$ cat config.mk
export PLATFORM = sky130hd
export DESIGN_NAME = uart_word_sender
export DESIGN_NICKNAME = d
export VERILOG_FILES = /design/src/rtl/uart_word_sender.sv
export SDC_FILE = /design/constraint.sdc
export NUM_CORES = 1
export LEC_CHECK = 0
export BUFFER_PORTS_ARGS = -buffer_cell sky130_fd_sc_hd__buf_4
export CAP_MARGIN = 0
export CORE_AREA = 3 3 84 86
export DETAILED_ROUTE_END_ITERATION = 16
export DIE_AREA = 0 0 87 89
export GPL_ROUTABILITY_DRIVEN = 0
export SYNTH_ARGS = -nofsm -noshare
export SYNTH_HDL_FRONTEND = slang
export SYNTH_SLANG_ARGS = --single-unit
$ cat constraint.sdc
create_clock -name clk -period 2.2 [get_ports clk]
set_input_delay 0.11 -clock clk [delete_from_list [all_inputs] [get_ports clk]]
set_output_delay 0.11 -clock clk [all_outputs]
set_load 0.05 [all_outputs]
$ cat src/rtl/uart_word_sender.sv
// uart_word_sender: pops 16-bit words from the outbound FIFO and sends each
// one through the shared uart transmitter as a 4-byte frame.
// Frame layout: HEADER, word[15:8], word[7:0], chk (XOR of the first three).
// All outputs are flops or state decodes, so there is no input-to-output
// combinational path.
//
// state        | meaning
// -------------+--------------------------------------------------------------
// S_IDLE       | waiting for enable, a non-empty FIFO and an idle uart
// S_POP        | fifo_rd_en strobe; the word appears on fifo_dout next cycle
// S_LATCH      | capture the word, precompute the checksum, restart byte index
// S_KICK       | one-cycle transmit pulse; tx_byte was loaded on entry
// S_WAIT_BUSY  | waiting for uart to report busy; re-kick the same byte on timeout
// S_WAIT_DONE  | waiting for uart to finish shifting the current byte
module uart_word_sender #(
   parameter logic [7:0]  HEADER       = 8'h80,
   parameter int unsigned BUSY_TIMEOUT = 15
) (
   input  logic        clk,
   input  logic        rst,
   input  logic        enable,
   input  logic        fifo_empty,
   output logic        fifo_rd_en,
   input  logic [15:0] fifo_dout,
   output logic        transmit,
   output logic [7:0]  tx_byte,
   input  logic        is_transmitting,
   output logic        busy,
   output logic [15:0] frames_sent,
   output logic        tx_error
);

   localparam int unsigned CNT_W = (BUSY_TIMEOUT < 2) ? 1 : $clog2(BUSY_TIMEOUT + 1);
   localparam logic [CNT_W-1:0] TIMEOUT_VAL = CNT_W'(BUSY_TIMEOUT);
   localparam logic [CNT_W-1:0] CNT_ONE     = CNT_W'(1);

   typedef enum logic [2:0] {
      S_IDLE      = 3'd0,
      S_POP       = 3'd1,
      S_LATCH     = 3'd2,
      S_KICK      = 3'd3,
      S_WAIT_BUSY = 3'd4,
      S_WAIT_DONE = 3'd5
   } state_t;

   state_t           state_q, state_d;
   logic [15:0]      word_q, word_d;
   logic [7:0]       chk_q, chk_d;
   logic [1:0]       idx_q, idx_d;
   logic [CNT_W-1:0] cnt_q, cnt_d;
   logic [7:0]       tx_byte_q, tx_byte_d;
   logic [15:0]      frames_sent_q, frames_sent_d;
   logic             tx_error_q, tx_error_d;

   // Byte of the frame addressed by the index.
   function automatic logic [7:0] sel_byte(input logic [1:0]  idx,
                                           input logic [15:0] word,
                                           input logic [7:0]  chk);
      logic [7:0] b;
      case (idx)
         2'd0:    b = HEADER;
         2'd1:    b = word[15:8];
         2'd2:    b = word[7:0];
         default: b = chk;
      endcase
      return b;
   endfunction

   // Next-state, datapath and counter updates.
   always_comb begin
      state_d       = state_q;
      word_d        = word_q;
      chk_d         = chk_q;
      idx_d         = idx_q;
      cnt_d         = cnt_q;
      tx_byte_d     = tx_byte_q;
      frames_sent_d = frames_sent_q;
      tx_error_d    = tx_error_q;

      case (state_q)
         S_IDLE: begin
            // uart must be idle too, so a reset mid-byte never kicks it early
            if (enable && !fifo_empty && !is_transmitting) begin
               state_d = S_POP;
            end
         end
         S_POP: begin
            state_d = S_LATCH;
         end
         S_LATCH: begin
            word_d  = fifo_dout;
            chk_d   = HEADER ^ fifo_dout[15:8] ^ fifo_dout[7:0];
            idx_d   = 2'd0;
            state_d = S_KICK;
         end
         S_KICK: begin
            cnt_d   = '0;
            state_d = S_WAIT_BUSY;
         end
         S_WAIT_BUSY: begin
            if (is_transmitting) begin
               state_d = S_WAIT_DONE;
            end else begin
               cnt_d = cnt_q + CNT_ONE;
               if (cnt_d == TIMEOUT_VAL) begin
                  tx_error_d = 1'b1;
                  state_d    = S_KICK;
               end
            end
         end
         S_WAIT_DONE: begin
            if (!is_transmitting) begin
               if (idx_q == 2'd3) begin
                  frames_sent_d = frames_sent_q + 16'd1;
                  state_d       = S_IDLE;
               end else begin
                  idx_d   = idx_q + 2'd1;
                  state_d = S_KICK;
               end
            end
         end
         default: begin
            state_d = S_IDLE;
         end
      endcase

      // tx_byte only moves on entry to KICK, so it is stable for the whole byte
      if (state_d == S_KICK && state_q != S_KICK) begin
         tx_byte_d = sel_byte(idx_d, word_d, chk_d);
      end
   end

   // State and datapath registers; reset abandons any frame in flight.
   always_ff @(posedge clk or negedge rst) begin
      if (!rst) begin
         state_q       <= S_IDLE;
         word_q        <= '0;
         chk_q         <= '0;
         idx_q         <= '0;
         cnt_q         <= '0;
         tx_byte_q     <= '0;
         frames_sent_q <= '0;
         tx_error_q    <= 1'b0;
      end else begin
         state_q       <= state_d;
         word_q        <= word_d;
         chk_q         <= chk_d;
         idx_q         <= idx_d;
         cnt_q         <= cnt_d;
         tx_byte_q     <= tx_byte_d;
         frames_sent_q <= frames_sent_d;
         tx_error_q    <= tx_error_d;
      end
   end

   assign fifo_rd_en  = (state_q == S_POP);
   assign transmit    = (state_q == S_KICK);
   assign busy        = (state_q != S_IDLE);
   assign tx_byte     = tx_byte_q;
   assign frames_sent = frames_sent_q;
   assign tx_error    = tx_error_q;

endmodule

# --- Word-level counts from Yosys, hierarchy flattened ---
# Index checks and enable logic that the tools add are counted.
totals:
  mem_count: 0
  register_bits: 58
  word_cells: 52
  input_bits: 21
  ramBits: 0
  output_inout_bits: 28
  latchBits: 0
  romBits: 0
op_classes:
  bitwise: 3
  n_mux: 14
  div_mod_pow: 0
  reduce_logical: 12
  add_sub_neg: 3
  shifts: 0
  mul: 0
  order_cmp: 0
  eq_ne: 12
op_table:
  columns: ["op", "count"]
  rows:
  - ["$pmux 8 s3", 1]
  - ["$pmux 3 s6", 1]
  - ["$add 16x1->16 const B", 1]
  - ["$mux 16", 1]
  - ["$mux 3", 4]
  - ["$eq 3x2->1 const B", 3]
  - ["$mux 8", 1]
  - ["$pmux 4 s2", 1]
  - ["$xor 8x8->8", 1]
  - ["$eq 3x3->1 const B", 2]
  - ["$mux 2", 3]
  - ["$reduce_and 3->1", 2]
  - ["$add 4x1->4 const B", 1]
  - ["$eq 2x2->1 const B", 2]
  - ["$eq 4x4->1 const B", 1]
  - ["$mux 4", 1]
  - ["$pmux 2 s2", 1]
  - ["$eq 3x1->1 const B", 1]
  - ["$logic_and 1x1->1", 3]
  - ["$logic_not 3->1", 1]
  - ["$ne 3x2->1 const B", 1]
  - ["$reduce_bool 3->1", 1]
  - ["$add 2x1->2 const B", 1]
  - ["$eq 2x1->1 const B", 1]
  - ["other kinds (6)", 8]

# --- Longest topological paths before layout ---
# Gate-level depths: netlist of run 1.
depth:
  depth_word: 7
  depth_mapped: 7
  ltp_nobuf: 6

# --- Least setup slack after synthesis of run 1 ---
# Ideal clock, no wire load.
synth_timing:
  kind: "register to register"
  start: "reg frames_sent_q[0] (netlist: frames_sent[0])"
  end: "reg frames_sent_q[12] (netlist: frames_sent[12])"
  path_stages_with_launch: 7
  slack_ns: 0.235
  arrival_ns: 1.823
  t_required_ns: 2.058
  n_path_buf: 0
  cell_sequence: "dfrtp_1 -> ha_1 -> inv_1 -> nor4_4 -> and4_1 -> nand3_1 -> xnor2_1"
synth_via:
  elab_chain_cells: 1
synth_rtl:
  columns: ["element", "line", "rtl"]
  rows:
  - ["start: declaration", "52", "logic [15:0] frames_sent_q, frames_sent_d;"]
  - ["start signal: assignment", "151", "frames_sent_q <= frames_sent_d;"]
  - ["$add 16x1->16", "114", "frames_sent_d = frames_sent_q + 16'd1;"]
# Every way passes these cells.
# A chain may end at the register's enable or synchronous reset.

# --- Final worst setup path of run 1 ---
layout_timing:
  start: "reg state_q[0]"
  end: "reg tx_byte_q[0] (netlist: tx_byte[0])"
layout_via:
  elab_chain_cells: 5
  elab_cells_between_ends: 21
  classes_between: "eq/ne: 9; mux: 9; reduce/logical: 3"
layout_rtl:
  columns: ["element", "line", "rtl"]
  rows:
  - ["start: declaration", "46", "state_t state_q, state_d;"]
  - ["start signal: assignment", "145", "state_q <= state_d;"]
  - ["$mux 3", "105", "if (cnt_d == TIMEOUT_VAL) begin"]
  - ["$mux 3", "101", "if (is_transmitting) begin"]
  - ["$pmux 3 s6", "80", "case (state_q)"]
  - ["$eq 3x2->1", "128", "if (state_d == S_KICK && state_q != S_KICK) begin"]
  - ["$logic_and 1x1->1", "128", null]
  - ["end signal: assignment", "150", "tx_byte_q <= tx_byte_d;"]
  - ["end: declaration", "51", "logic [7:0] tx_byte_q, tx_byte_d;"]
# Several ways; a longest one is shown, not always the timed one.

==> results of run 1 <==
## cells by family (layout without fill, tap and decap cells)
group                    after synthesis  in the layout  synth area share (%)
XOR/XNOR                              24             24                  7.38
AND/OR/NAND/NOR                       70             70                  15.2
multiplexers                          27             27                  10.3
adder cells (fa/ha/maj)                3              3                  1.32
flip-flops                            58             58                  51.0
AO/OA/AOI/OAI                         45             45                  10.9
buffers and inverters                 23             83                  3.91
## per-layer routing
metal / part of all wire [%] / up-vias / routed length (um)
met1: 49 / 990 / 2690
met2: 44 / 60 / 2450
li1: - / 1002 / -
met3: 4.9 / 13 / 270
met5: 0 / - / 0
met4: 1.7 / 0 / 95
## cells in the mapped netlist, types with 2 or more instances
master and number:
a211oi_1 2, a21o_1 2, a21oi_1 17, a311oi_1 2
and4_1 5, buf_2 5, buf_4 3, dfrtp_1 58
ha_1 3, inv_1 14, mux2_2 19, mux2i_1 8
nand2_1 9, nand2b_1 3, nand3_1 4, nand4_1 2
nor2_1 14, nor2b_1 3, nor3_1 17, nor4_4 2
o21ai_0 6, o32ai_1 7, xnor2_1 19, xor2_1 5
## power breakdown
part	switching (mW)	internal (mW)	total (mW)
Clock	0.419	0.550	0.969
Combinational	0.989	0.747	1.74
Sequential	0.231	1.40	1.63
Total	1.64	2.69	4.33
## worst reg2reg max path, cell delays in order, from the launching register on
cell     delay, ps
dfrtp_1        580
or2b_1         290
nor3_1         270
a211o_1        360
o32ai_1        150
mux2_2         290
## sequential cells by signal, indices dropped and copies added (netlist names)
| register | flops |
|---|---|
| tx_byte | 8 |
| cnt_q | 4 |
| chk_q | 8 |
| tx_error | 1 |
| state_q | 3 |
| frames_sent | 16 |
| idx_q | 2 |
| word_q | 16 |
## final cells by class
| cell class | count | area (sq um) | share of cell area [%] |
|---|---|---|---|
| Multi-Input combinational cell | 169 | 1290 | 36.9 |
| Sequential cell | 58 | 1450 | 41.5 |
| Clock inverter | 5 | 53.8 | 1.54 |
| Timing Repair Buffer | 53 | 413 | 11.8 |
| Inverter | 14 | 52.6 | 1.50 |
| Tap cell | 77 | 96.3 | 2.75 |
| Clock buffer | 11 | 141 | 4.04 |
## metrics by stage
step | cells | hold slack [ps] | utilization, %
global route | 387 | 14.0 | 55.1
global placement | 370 | 229 | 51.9
floorplan | 250 | -186 | -
detailed placement | 370 | 231 | 51.9
CTS | 387 | 16.7 | 55.1
finish | 387 | 26.3 | 55.1
## final timing paths
kind                                                   from                          end  slack [ps]  depth (start not counted)
worst max register to register         state_q[0]$_DFF_PN0_       tx_byte[0]$_DFFE_PN0P_         150                          5
worst min-delay path                          fifo_dout[12]         word_q[12]$_DFF_PN0_          30                          2
worst max-delay path                   state_q[0]$_DFF_PN0_       tx_byte[0]$_DFFE_PN0P_         150                          5
worst min register to register  frames_sent[15]$_DFFE_PN0P_  frames_sent[15]$_DFFE_PN0P_         470                          1
max in group asynchronous                               rst         state_q[2]$_DFF_PN0_        1260                          2
min in group asynchronous                               rst         cnt_q[0]$_DFFE_PN0P_         360                          2
## what timing repair did
item                       4_1_cts  5_1_grt
setup buffers                    0        0
setup endpoints to repair        0        4
hold endpoints to repair        58        0
gates resized for setup          0        1
hold buffers                     1        0
==> results.tsv, run 1 <==
metric	value	unit
Ant. Diodes	0	
crit path cell chain	or2b_1, nor3_1, a211o_1, o32ai_1, mux2_2	
Main synth FF type	dfrtp_1	
Arr. time, crit path	2270	ps
Highest Clock Rate	0.488	GHz
Crit-path slowest cell	dfrtp_1	
Critical Path Source Type	flop	
HPWL after DPL	3730	um
final period utilization	93.2	%
RSZ-0062 raised after global routing	no	
CTS root buffer	clkbuf_8	
M1 GR Usage	20.9	%
vias in the first global route	1890	
WL/cell	14.2	um
Crit path buffers/inverters	0	
YS warnings	0	
setup total negative slack	0	ps
GRT met3 Usage	3.50	%
First-pass DRT Iterations	4	
share of layout cells above drive strength 1	31.3	%
largest fanout on the critical path	11	
average size of a mapped cell	11.4	sq um
highest-count cells in the layout ignoring fill and taps	dfrtp_1, buf_4, xnor2_1, mux2_2	
# DRC	0	
largest net degree at the start of global routing	59	
H-tree depth	3	
Final setup viols	0	
Fill cells	569	
IO buf count	48	
P per Cell Area	1240	nW/um^2
Starting Density	44.8	%
clock slew at reported path FFs	70	ps
Post-Syn Nets	274	
Top Usage Layer GRT	met2	
register bit count reported by yosys	58	
gr ovfl total	0	
Die W	87	um
first-pass GRT wire length	9070	um
Skew-Pair Late Insertion Delay	330	ps
Setup WS pre-CTS	118	ps
Antenna Nets Post-Route	0	
Post-synth EDFFs	0	
CTS tree	done	
initial antenna violation count	0	
relative slew slack	50.2	%
fin area	3500	sq um
WP data required	2420	ps
Hold Crit Class	in -> reg	
routed wire length	5500	um
count of cell types in the netlist	45	
max-slew violations	0	
num rows	29	
commonest non-fill, non-tap cell in the layout	dfrtp_1	
die height	89	um
clock buffer depth	2	
vias per std cell	5.34	
fin crit period	2050	ps
CP Class	reg -> reg	
Pleak	1.65	nW
Clock Skews	8.64	ps
total chip power	4.33	mW
largest area contributor in the synthesized netlist	dfrtp_1	
die area	7740	sq um
Least-Margin Pin Slew	747	ps
clock tree sinks	58	
nature of the critical path endpoint	flop	
top-area cell type share of the netlist area	51.0	%
register area share after synthesis	51.0	%
Cells after Synth	250	
Crit path largest cell delay	580	ps
Mapped Area	2850	sq um
ys async rst share	100	%
Ports	49	
largest cells by area after synthesis	dfrtp_1, mux2_2, xnor2_1, a21oi_1, nor3_1	
GR Util met2	22.4	%
core area	6350	sq um
Vias	2065	
status	finished clean	
maximum VDD drop	0.532	mV
number of CTS-inserted buffers	9	
DRT iter0 DRCs	113	
Hold Fails Final Rpt	0	
Total GRT Usage	15.0	%
Max-Cap Viols	0	
placed standard-cell area	3290	sq um
min setup slack post-route	149	ps
nets	329	
Layout area overhead	22.9	%
CP top delay family	flip-flops	
Power figures use the tool's default switching activity.
==> run 2: changes to the inputs <==
BUFFER_PORTS_ARGS = unset   (was -buffer_cell sky130_fd_sc_hd__buf_4)
DONT_BUFFER_PORTS = 1   (was unset)
==> results.tsv, run 2 (synthesized netlist as in run 1, its figures left out) <==
metric	value	unit	change
Starting Density	44.8	%	unchanged
DRT iter0 DRCs	76		-33%
M1 GR Usage	20.6	%	-0.28 points
r2r worst-path depth	5		unchanged
Ant. Diodes	0		unchanged
nets	315		-4.3%
fin crit period	1980	ps	-67.6 ps
HPWL after DPL	3850	um	+3.4%
Hold Fails Final Rpt	0		unchanged
final period utilization	90.1	%	-3.1 points
Top Usage Layer GRT	met2		
highest-count cells in the layout ignoring fill and taps	dfrtp_1, xnor2_1, mux2_2, buf_4, dlygate4sd3_1		
WL/cell	15.2	um	+7.2%
# DRC	0		unchanged
clock slew at reported path FFs	60	ps	about the same
fin area	3460	sq um	-1.2%
routed wire length	5690	um	+3.4%
GRT met3 Usage	5.25	%	+1.8 points
largest net degree at the start of global routing	59		unchanged
Crit-path slowest cell	dfrtp_1		
First-pass DRT Iterations	4		unchanged
Pleak	1.57	nW	-4.6%
GR Util met2	24.4	%	+2.1 points
core area	6350	sq um	unchanged
Clock Skews	4.04	ps	-4.60 ps
IO buf count	0		-100%
clock buffer depth	2		unchanged
Vias	1975		-4.4%
gr ovfl total	0		unchanged
first-pass GRT wire length	9580	um	+5.7%
Highest Clock Rate	0.504	GHz	+3.4%
largest fanout on the critical path	11		unchanged
CTS tree	done		
maximum VDD drop	0.627	mV	+18%
P per Cell Area	1230	nW/um^2	-0.52%
RSZ-0062 raised after global routing	no		
relative slew slack	59.9	%	+9.7 points
max-slew violations	0		unchanged
Fill cells	586		+3.0%
share of layout cells above drive strength 1	21.3	%	-10 points
Max-Cap Viols	0		unchanged
Arr. time, crit path	2190	ps	-80 ps
clock tree sinks	58		unchanged
CP Class	reg -> reg		
Hold Crit Class	in -> reg		
die area	7740	sq um	unchanged
Total GRT Usage	15.9	%	+0.97 points
vias per std cell	5.29		-0.77%
Crit path largest cell delay	570	ps	about the same
Skew-Pair Late Insertion Delay	330	ps	about the same
number of CTS-inserted buffers	9		unchanged
nature of the critical path endpoint	flop		
Antenna Nets Post-Route	0		unchanged
num rows	29		unchanged
CTS root buffer	clkbuf_8		
initial antenna violation count	0		unchanged
commonest non-fill, non-tap cell in the layout	dfrtp_1		
crit path cell chain	or2b_1, nor3_1, a211o_1, o32ai_1, mux2_2		
WP data required	2410	ps	about the same
die height	89	um	unchanged
Resize count post-CTS	0		unchanged
Critical Path Source Type	flop		
setup total negative slack	0	ps	unchanged
Ports	49		unchanged
Die W	87	um	unchanged
placed standard-cell area	3050	sq um	-7.3%
Layout area overhead	21.5	%	
Least-Margin Pin Slew	601	ps	-145 ps
Hold Path Stages	2		unchanged
status	finished clean		
Final setup viols	0		unchanged
H-tree depth	3		unchanged
vias in the first global route	2035		+7.7%
[run 2: layer usage]
metal	part of all wire, %	routed length [um]
met3	7.1	403
met1	45	2540
met4	1.4	82
met5	0	0
met2	47	2660
[run 2: worst paths after layout]
kind	from	to	slack (ps)
min in group asynchronous	rst	frames_sent[6]$_DFFE_PN0P_	320
max	state_q[0]$_DFF_PN0_	tx_byte[5]$_DFFE_PN0P_	220
max in group asynchronous	rst	cnt_q[0]$_DFFE_PN0P_	1630
min	fifo_dout[7]	chk_q[7]$_DFF_PN0_	40
min reg2reg	word_q[6]$_DFF_PN0_	word_q[6]$_DFF_PN0_	480
max reg2reg	state_q[0]$_DFF_PN0_	tx_byte[5]$_DFFE_PN0P_	220
[run 2: layout make-up]
class / instances / area [sq um] / share of cell area (%)
timing repair buffer: 39 / 370 / 10.7
multi-input combinational: 169 / 1290 / 37.3
inverter: 14 / 52.6 / 1.52
clock buffer: 14 / 163 / 4.70
clock inverter: 2 / 35.0 / 1.01
tap: 77 / 96.3 / 2.79
sequential: 58 / 1450 / 42.0
[run 2: timing repair]
action                     CTS  global route
setup buffers                0             0
setup endpoints to repair    0             0
hold endpoints to repair    83             0
hold buffers                19             0
[run 2: metrics by stage]
step | worst slack [ps] | hold slack, ps | utilization (%) | std cells | total power, mW
floorplan | 235 | -186 | - | 250 | 2.92
global placement | 225 | -183 | 48.1 | 338 | 3.22
detailed placement | 211 | -183 | 48.1 | 338 | 3.26
CTS | 199 | 30.5 | 54.5 | 373 | 4.31
global route | 56.1 | 46.0 | 54.5 | 373 | 4.55
finish | 217 | 41.8 | 54.5 | 373 | 4.26
[run 2: worst max-delay path: cells and delay by family (launching register included)]
family	cells	cell delay, ps
flops	1	570
simple gates	2	520
compound gates	2	480
mux	1	290
[run 2: power by group]
part	switching (mW)	total [mW]	internal, mW
clock	0.396	0.981	0.585
sequential	0.396	1.79	1.39
combinational	0.804	1.49	0.685
